### src/rtl/axis_dbg_guv.sv
// Debug governor on one AXI-Stream link: pauses, drops and/or logs flits under
// control of a daisy-chained, write-only command bus.
module axis_dbg_guv #(
   parameter int DATA_WIDTH  = 32,
   parameter int DEST_WIDTH  = 16,
   parameter int ID_WIDTH    = 16,
   parameter int CNT_SIZE    = 16,
   parameter int ADDR_WIDTH  = 10,
   parameter int ADDR        = 0,
   parameter int STICKY_MODE = 1,
   parameter int PIPE_STAGE  = 1
) (
   input  logic                    clk,
   input  logic                    rst,

   input  logic [DATA_WIDTH-1:0]   cmd_in_TDATA,
   input  logic                    cmd_in_TVALID,
   output logic [DATA_WIDTH-1:0]   cmd_out_TDATA,
   output logic                    cmd_out_TVALID,

   input  logic [DATA_WIDTH-1:0]   in_TDATA,
   input  logic [DATA_WIDTH/8-1:0] in_TKEEP,
   input  logic [DEST_WIDTH-1:0]   in_TDEST,
   input  logic [ID_WIDTH-1:0]     in_TID,
   input  logic                    in_TLAST,
   input  logic                    in_TVALID,
   output logic                    in_TREADY,

   output logic [DATA_WIDTH-1:0]   out_TDATA,
   output logic [DATA_WIDTH/8-1:0] out_TKEEP,
   output logic [DEST_WIDTH-1:0]   out_TDEST,
   output logic [ID_WIDTH-1:0]     out_TID,
   output logic                    out_TLAST,
   output logic                    out_TVALID,
   input  logic                    out_TREADY,

   output logic [DATA_WIDTH+DATA_WIDTH/8+1+DEST_WIDTH+ID_WIDTH-1:0] log_catted_TDATA,
   output logic                    log_catted_TVALID,
   output logic                    log_catted_TLAST,
   input  logic                    log_catted_TREADY
);

   localparam int LOGW = DATA_WIDTH + DATA_WIDTH/8 + 1 + DEST_WIDTH + ID_WIDTH;
   localparam logic [ADDR_WIDTH-1:0] MY_ADDR = ADDR_WIDTH'(ADDR);

   localparam logic [3:0] REG_DROP      = 4'd0;
   localparam logic [3:0] REG_LOG       = 4'd1;
   localparam logic [3:0] REG_PAUSE     = 4'd2;
   localparam logic [3:0] REG_KEEP_DROP = 4'd3;
   localparam logic [3:0] REG_KEEP_LOG  = 4'd4;
   localparam logic [3:0] REG_LATCH     = 4'd5;

   logic [ADDR_WIDTH-1:0] cmd_addr;
   logic [3:0]            cmd_reg;
   logic [CNT_SIZE-1:0]   cmd_val;
   logic                  cmd_match;
   logic                  latch;
   logic                  unused_cmd_bits;

   assign cmd_addr  = cmd_in_TDATA[DATA_WIDTH-1 -: ADDR_WIDTH];
   assign cmd_reg   = cmd_in_TDATA[DATA_WIDTH-ADDR_WIDTH-1 -: 4];
   assign cmd_val   = cmd_in_TDATA[CNT_SIZE-1:0];
   assign cmd_match = cmd_in_TVALID && (cmd_addr == MY_ADDR);
   assign latch     = cmd_match && (cmd_reg == REG_LATCH);
   assign unused_cmd_bits = ^cmd_in_TDATA;

   // Commands for other instances travel on; our own are swallowed.
   generate
      if (PIPE_STAGE != 0) begin : g_cmd_pipe
         logic [DATA_WIDTH-1:0] cmd_data_q;
         logic                  cmd_valid_q;
         always_ff @(posedge clk or negedge rst) begin
            if (!rst) begin
               cmd_data_q  <= '0;
               cmd_valid_q <= 1'b0;
            end else begin
               cmd_data_q  <= cmd_in_TDATA;
               cmd_valid_q <= cmd_in_TVALID && !cmd_match;
            end
         end
         assign cmd_out_TDATA  = cmd_data_q;
         assign cmd_out_TVALID = cmd_valid_q;
      end else begin : g_cmd_comb
         assign cmd_out_TDATA  = cmd_in_TDATA;
         assign cmd_out_TVALID = cmd_in_TVALID && !cmd_match;
      end
   endgenerate

   logic [CNT_SIZE-1:0] drop_sh_q, drop_sh_d, log_sh_q, log_sh_d;
   logic                pause_sh_q, pause_sh_d, kdrop_sh_q, kdrop_sh_d, klog_sh_q, klog_sh_d;
   logic [CNT_SIZE-1:0] drop_cnt_q, drop_cnt_d, log_cnt_q, log_cnt_d;
   logic                pause_q, pause_d, kdrop_q, kdrop_d, klog_q, klog_d;
   logic [LOGW-1:0]     log_data_q, log_data_d;
   logic                log_last_q, log_last_d, log_valid_q, log_valid_d;

   logic drop_now, log_now, log_ok, accept;

   assign drop_now = kdrop_q || (drop_cnt_q != '0);
   assign log_now  = klog_q || (log_cnt_q != '0);
   assign log_ok   = !log_now || !log_valid_q || log_catted_TREADY;

   assign in_TREADY  = !pause_q && log_ok && (drop_now || out_TREADY);
   assign out_TVALID = in_TVALID && !pause_q && !drop_now && log_ok;
   assign out_TDATA  = in_TDATA;
   assign out_TKEEP  = in_TKEEP;
   assign out_TDEST  = in_TDEST;
   assign out_TID    = in_TID;
   assign out_TLAST  = in_TLAST;
   assign accept     = in_TVALID && in_TREADY;

   assign log_catted_TDATA  = log_data_q;
   assign log_catted_TVALID = log_valid_q;
   assign log_catted_TLAST  = log_last_q;

   always_comb begin
      drop_sh_d  = drop_sh_q;
      log_sh_d   = log_sh_q;
      pause_sh_d = pause_sh_q;
      kdrop_sh_d = kdrop_sh_q;
      klog_sh_d  = klog_sh_q;
      if (cmd_match) begin
         case (cmd_reg)
            REG_DROP:      drop_sh_d  = cmd_val;
            REG_LOG:       log_sh_d   = cmd_val;
            REG_PAUSE:     pause_sh_d = cmd_val[0];
            REG_KEEP_DROP: kdrop_sh_d = cmd_val[0];
            REG_KEEP_LOG:  klog_sh_d  = cmd_val[0];
            REG_LATCH: begin
               if (STICKY_MODE == 0) begin
                  drop_sh_d  = '0;
                  log_sh_d   = '0;
                  pause_sh_d = 1'b0;
                  kdrop_sh_d = 1'b0;
                  klog_sh_d  = 1'b0;
               end
            end
            default: ;
         endcase
      end
   end

   // A latch in the same cycle as an accept wins over the decrement.
   always_comb begin
      drop_cnt_d = drop_cnt_q;
      log_cnt_d  = log_cnt_q;
      pause_d    = pause_q;
      kdrop_d    = kdrop_q;
      klog_d     = klog_q;
      if (accept && (drop_cnt_q != '0)) drop_cnt_d = drop_cnt_q - 1'b1;
      if (accept && (log_cnt_q != '0))  log_cnt_d  = log_cnt_q - 1'b1;
      if (latch) begin
         drop_cnt_d = drop_sh_q;
         log_cnt_d  = log_sh_q;
         pause_d    = pause_sh_q;
         kdrop_d    = kdrop_sh_q;
         klog_d     = klog_sh_q;
      end
   end

   always_comb begin
      log_data_d  = log_data_q;
      log_last_d  = log_last_q;
      log_valid_d = log_valid_q;
      if (accept && log_now) begin
         log_data_d  = {in_TID, in_TDEST, in_TLAST, in_TKEEP, in_TDATA};
         log_last_d  = in_TLAST;
         log_valid_d = 1'b1;
      end else if (log_catted_TREADY) begin
         log_valid_d = 1'b0;
      end
   end

   always_ff @(posedge clk or negedge rst) begin
      if (!rst) begin
         drop_sh_q   <= '0;
         log_sh_q    <= '0;
         pause_sh_q  <= 1'b0;
         kdrop_sh_q  <= 1'b0;
         klog_sh_q   <= 1'b0;
         drop_cnt_q  <= '0;
         log_cnt_q   <= '0;
         pause_q     <= 1'b0;
         kdrop_q     <= 1'b0;
         klog_q      <= 1'b0;
         log_data_q  <= '0;
         log_last_q  <= 1'b0;
         log_valid_q <= 1'b0;
      end else begin
         drop_sh_q   <= drop_sh_d;
         log_sh_q    <= log_sh_d;
         pause_sh_q  <= pause_sh_d;
         kdrop_sh_q  <= kdrop_sh_d;
         klog_sh_q   <= klog_sh_d;
         drop_cnt_q  <= drop_cnt_d;
         log_cnt_q   <= log_cnt_d;
         pause_q     <= pause_d;
         kdrop_q     <= kdrop_d;
         klog_q      <= klog_d;
         log_data_q  <= log_data_d;
         log_last_q  <= log_last_d;
         log_valid_q <= log_valid_d;
      end
   end

endmodule

### config.mk
export PLATFORM = sky130hd
export DESIGN_NAME = axis_dbg_guv
export DESIGN_NICKNAME = d
export VERILOG_FILES = /design/src/rtl/axis_dbg_guv.sv
export SDC_FILE = /design/constraint.sdc
export NUM_CORES = 1
export LEC_CHECK = 0
export CAP_MARGIN = 20
export CORE_MARGIN = 2
export CORE_UTILIZATION = 48
export DETAILED_ROUTE_END_ITERATION = 10
export PLACE_DENSITY = 0.86
export SYNTH_ARGS = -nofsm -noshare
export SYNTH_HDL_FRONTEND = slang
export SYNTH_SLANG_ARGS = --single-unit
### constraint.sdc
create_clock -name clk -period 6.2 [get_ports clk]
set_input_delay 1.24 -clock clk [delete_from_list [all_inputs] [get_ports clk]]
set_output_delay 1.24 -clock clk [all_outputs]
set_load 0.1 [all_outputs]
==> run metrics <==
Detail Route Antenna Nets 0; die area between 0.015 and 0.02 mm^2; hold path depth 1; TritonCTS clock tree built; synthesized area per cell around 13 um^2; Worst Hold Class reg2reg; Seq/Total Area, Yosys 58.05%; post-synthesis cell type count 43; Initial DRC Count around 280; Register-to-Register Path Depth 8; via count roughly 5200; Lkg Pwr approximately 4.5 nW; CTS max path bufs 2; Clock Tree Root clkbuf_16; Setup TNS Final 0 ns; CP startpoint kind register; area share of the largest cell type after synthesis 58.05%; setup skew after layout around 0.011 ns; cell taking the most area after synthesis dfrtp_1; pin slew with the least headroom to its limit 1.046 ns; DP Wirelength 12890 um; Max Cap Viol 0; Critical Path Most Common Cell or4_4; global-route wire length before repair roughly 27000 um; Setup Viol. Count Final 0; Post-Syn Area 0.007457 mm^2; dpl cells around 960; Worst Path Buf+Inv 1; RePlAce Congestion about 0.81; First-pass DRT Iterations 4; Die H approximately 130 um; syn_nets approximately 690; R2R Path Start drop_cnt_q[0]; hold buffers post-CTS 0; total track usage 21.38%; Crit Path Class reg2out; Remaining DRCs 0; Max Clock Freq approximately 190 MHz; top cells by area, synth dfrtp_1 58%, mux2_2 16%, buf_4 7.0%, nor2_1 2.6%, xnor2_1 2.3%; Critical Path RT just under 5 ns; DR vias/cell about 5.2; CP Cell Sequence or4_4 > or4_4 > o21ai_0 > nand2_1 > nor2_1 > clkdlybuf4s50_1; most frequent cells in the layout 279 x clkdlybuf4s50_1, 173 x dfrtp_1, 108 x mux2_2, 51 x nor2_1, 32 x a21oi_1; post-cts sizing count 0; layout cell share with drive strength beyond 1 between 20% and 30%; crit path time final slightly above 5 ns; Slew headroom 30.02%; slowest CP cell clkdlybuf4s50_1; fin crit share about 83%; maximum vdd ir drop 0.2482 mV; Slew Limit Fails 0; Worst-Skew Late Latency roughly 0.42 ns; RSZ-0062 raised after global routing false; worst hold start log_catted_TDATA[39]; I/O pin count around 280; most common cell after layout, fill and taps aside clkdlybuf4s50_1; Die Wd about 130 um; number of synthesized register bits 173; Congestion Overflow GR 0; Num CTS Buffers 17; Worst-path clk slew approximately 0.070 ns; crit path max fanout 5; outcome finished, final reports clean; CP Data Arrival Time approximately 4 ns; Warnings, synthesis 0; core area approximately 0.015 mm^2; starting density of the core 49.05%; Final Hold Vio Count 0; pwr/cell area about 400 mW/mm^2; nets ~900; H-tree depth 4; r2r setup slk slightly below 3 ns; Hold Path End log_catted_TDATA[39]; Slowest Stage Delay on Critical Path about 1.1 ns; initial antenna violation count 0; crit end category output port; Area Overhead vs Synth 41.31%; clk sinks 173; IO buf count roughly 280; cell family with most CP delay simple AND/OR/NAND/NOR gates; final cell count without fillers between 900 and 1000; WL final around 17000 um; vias in the first global route around 5300; Hold WS 0.5015 ns; Std-Cell Rows 45; Avg WL per Cell between 15 and 20 um; post-CTS setup buffer count 0; worst flop-to-flop path endpoint log_catted_TDATA[17]; largest net degree at the start of global routing between 100 and 150; Mapped Cells between 500 and 600; post-layout util 69.32%; # diodes 0
-- flip-flops by register name (all words and copies together) (netlist names) --
| register | cells |
|---|---|
| cmd_out_TDATA | 32 |
| cmd_out_TVALID | 1 |
| drop_cnt_q | 16 |
| drop_sh_q | 16 |
| kdrop_q | 1 |
| kdrop_sh_q | 1 |
| klog_q | 1 |
| klog_sh_q | 1 |
| log_catted_TDATA | 69 |
| log_catted_TVALID | 1 |
| log_cnt_q | 16 |
| log_sh_q | 16 |
| pause_q | 1 |
| pause_sh_q | 1 |
-- layer usage --
layer,share of wire [%],vias to the layer above,GRT usage [%]
met2,53,198,37.88
met4,2.1,0,9.335
met3,6.0,25,4.948
met5,0,-,0
li1,-,2372,-
met1,39,2574,24.88
-- cells by family (layout without fill, tap and decap cells) --
logic type | Yosys count | in the layout | synth area share, %
buffers and inverters | 95 | 324 | 8.456
multiplexers | 108 | 108 | 16.31
AO/OA/AOI/OAI | 41 | 41 | 3.070
XOR/XNOR | 29 | 29 | 3.406
AND/OR/NAND/NOR | 127 | 127 | 10.03
adder cells (fa/ha/maj) | 4 | 4 | 0.6712
flip-flops | 173 | 173 | 58.05
-- worst max path at each step --
stage	cells past startpoint	start	to
after floorplan	5	log_cnt_q[6]	out_TVALID
after global placement	6	log_catted_TREADY	in_TREADY
after detailed placement	6	log_catted_TREADY	in_TREADY
after CTS	6	log_cnt_q[5]	in_TREADY
after global routing	6	log_cnt_q[12]	in_TREADY
final	6	log_cnt_q[6]	in_TREADY
-- final cells by class --
cell class                 instances  area, um^2
clock buffer                      19       442.9
clock inverter                    13       130.1
fill                            1015        4664
inverter                           5       18.77
multi-input combinational        309        2505
sequential                       173        4329
tap                              188       235.2
timing repair buffer             287        2877
-- power breakdown --
| part | internal (mW) | switching [mW] | total (mW) |
|---|---|---|---|
| Combinational | 0.521 | 1.28 | 1.80 |
| Clock | 0.572 | 0.451 | 1.02 |
| Sequential | 1.33 | 0.149 | 1.48 |
| Total | 2.42 | 1.88 | 4.30 |
-- Yosys cell counts, drive strengths merged --
library cell    n
a21oi          32
a31oi           1
and2            2
and3            3
and4            1
buf            73
clkbuf         17
dfrtp         173
ha              4
inv             5
mux2          108
nand2           5
nand2b          7
nand3           8
nand4           3
nand4b          1
nor2           52
nor2b           1
nor3            7
nor3b           6
nor4           10
nor4b           6
o211a           1
o21a            2
o21ai           3
o31ai           2
or2             4
or3             5
or3b            1
or4             5
xnor2          20
xor2            9
-- stage by stage --
step	power [mW]	setup WS (ns)	cell area (um^2)
after detailed placement	3.294	1.167	9937
after global placement	3.244	1.186	9937
after CTS	4.335	1.080	10510
after global routing	4.476	0.8868	10540
after floorplan	2.847	0.2743	7457
final	4.303	1.062	10540
Note: power is estimated with default switching activity, not from simulation.
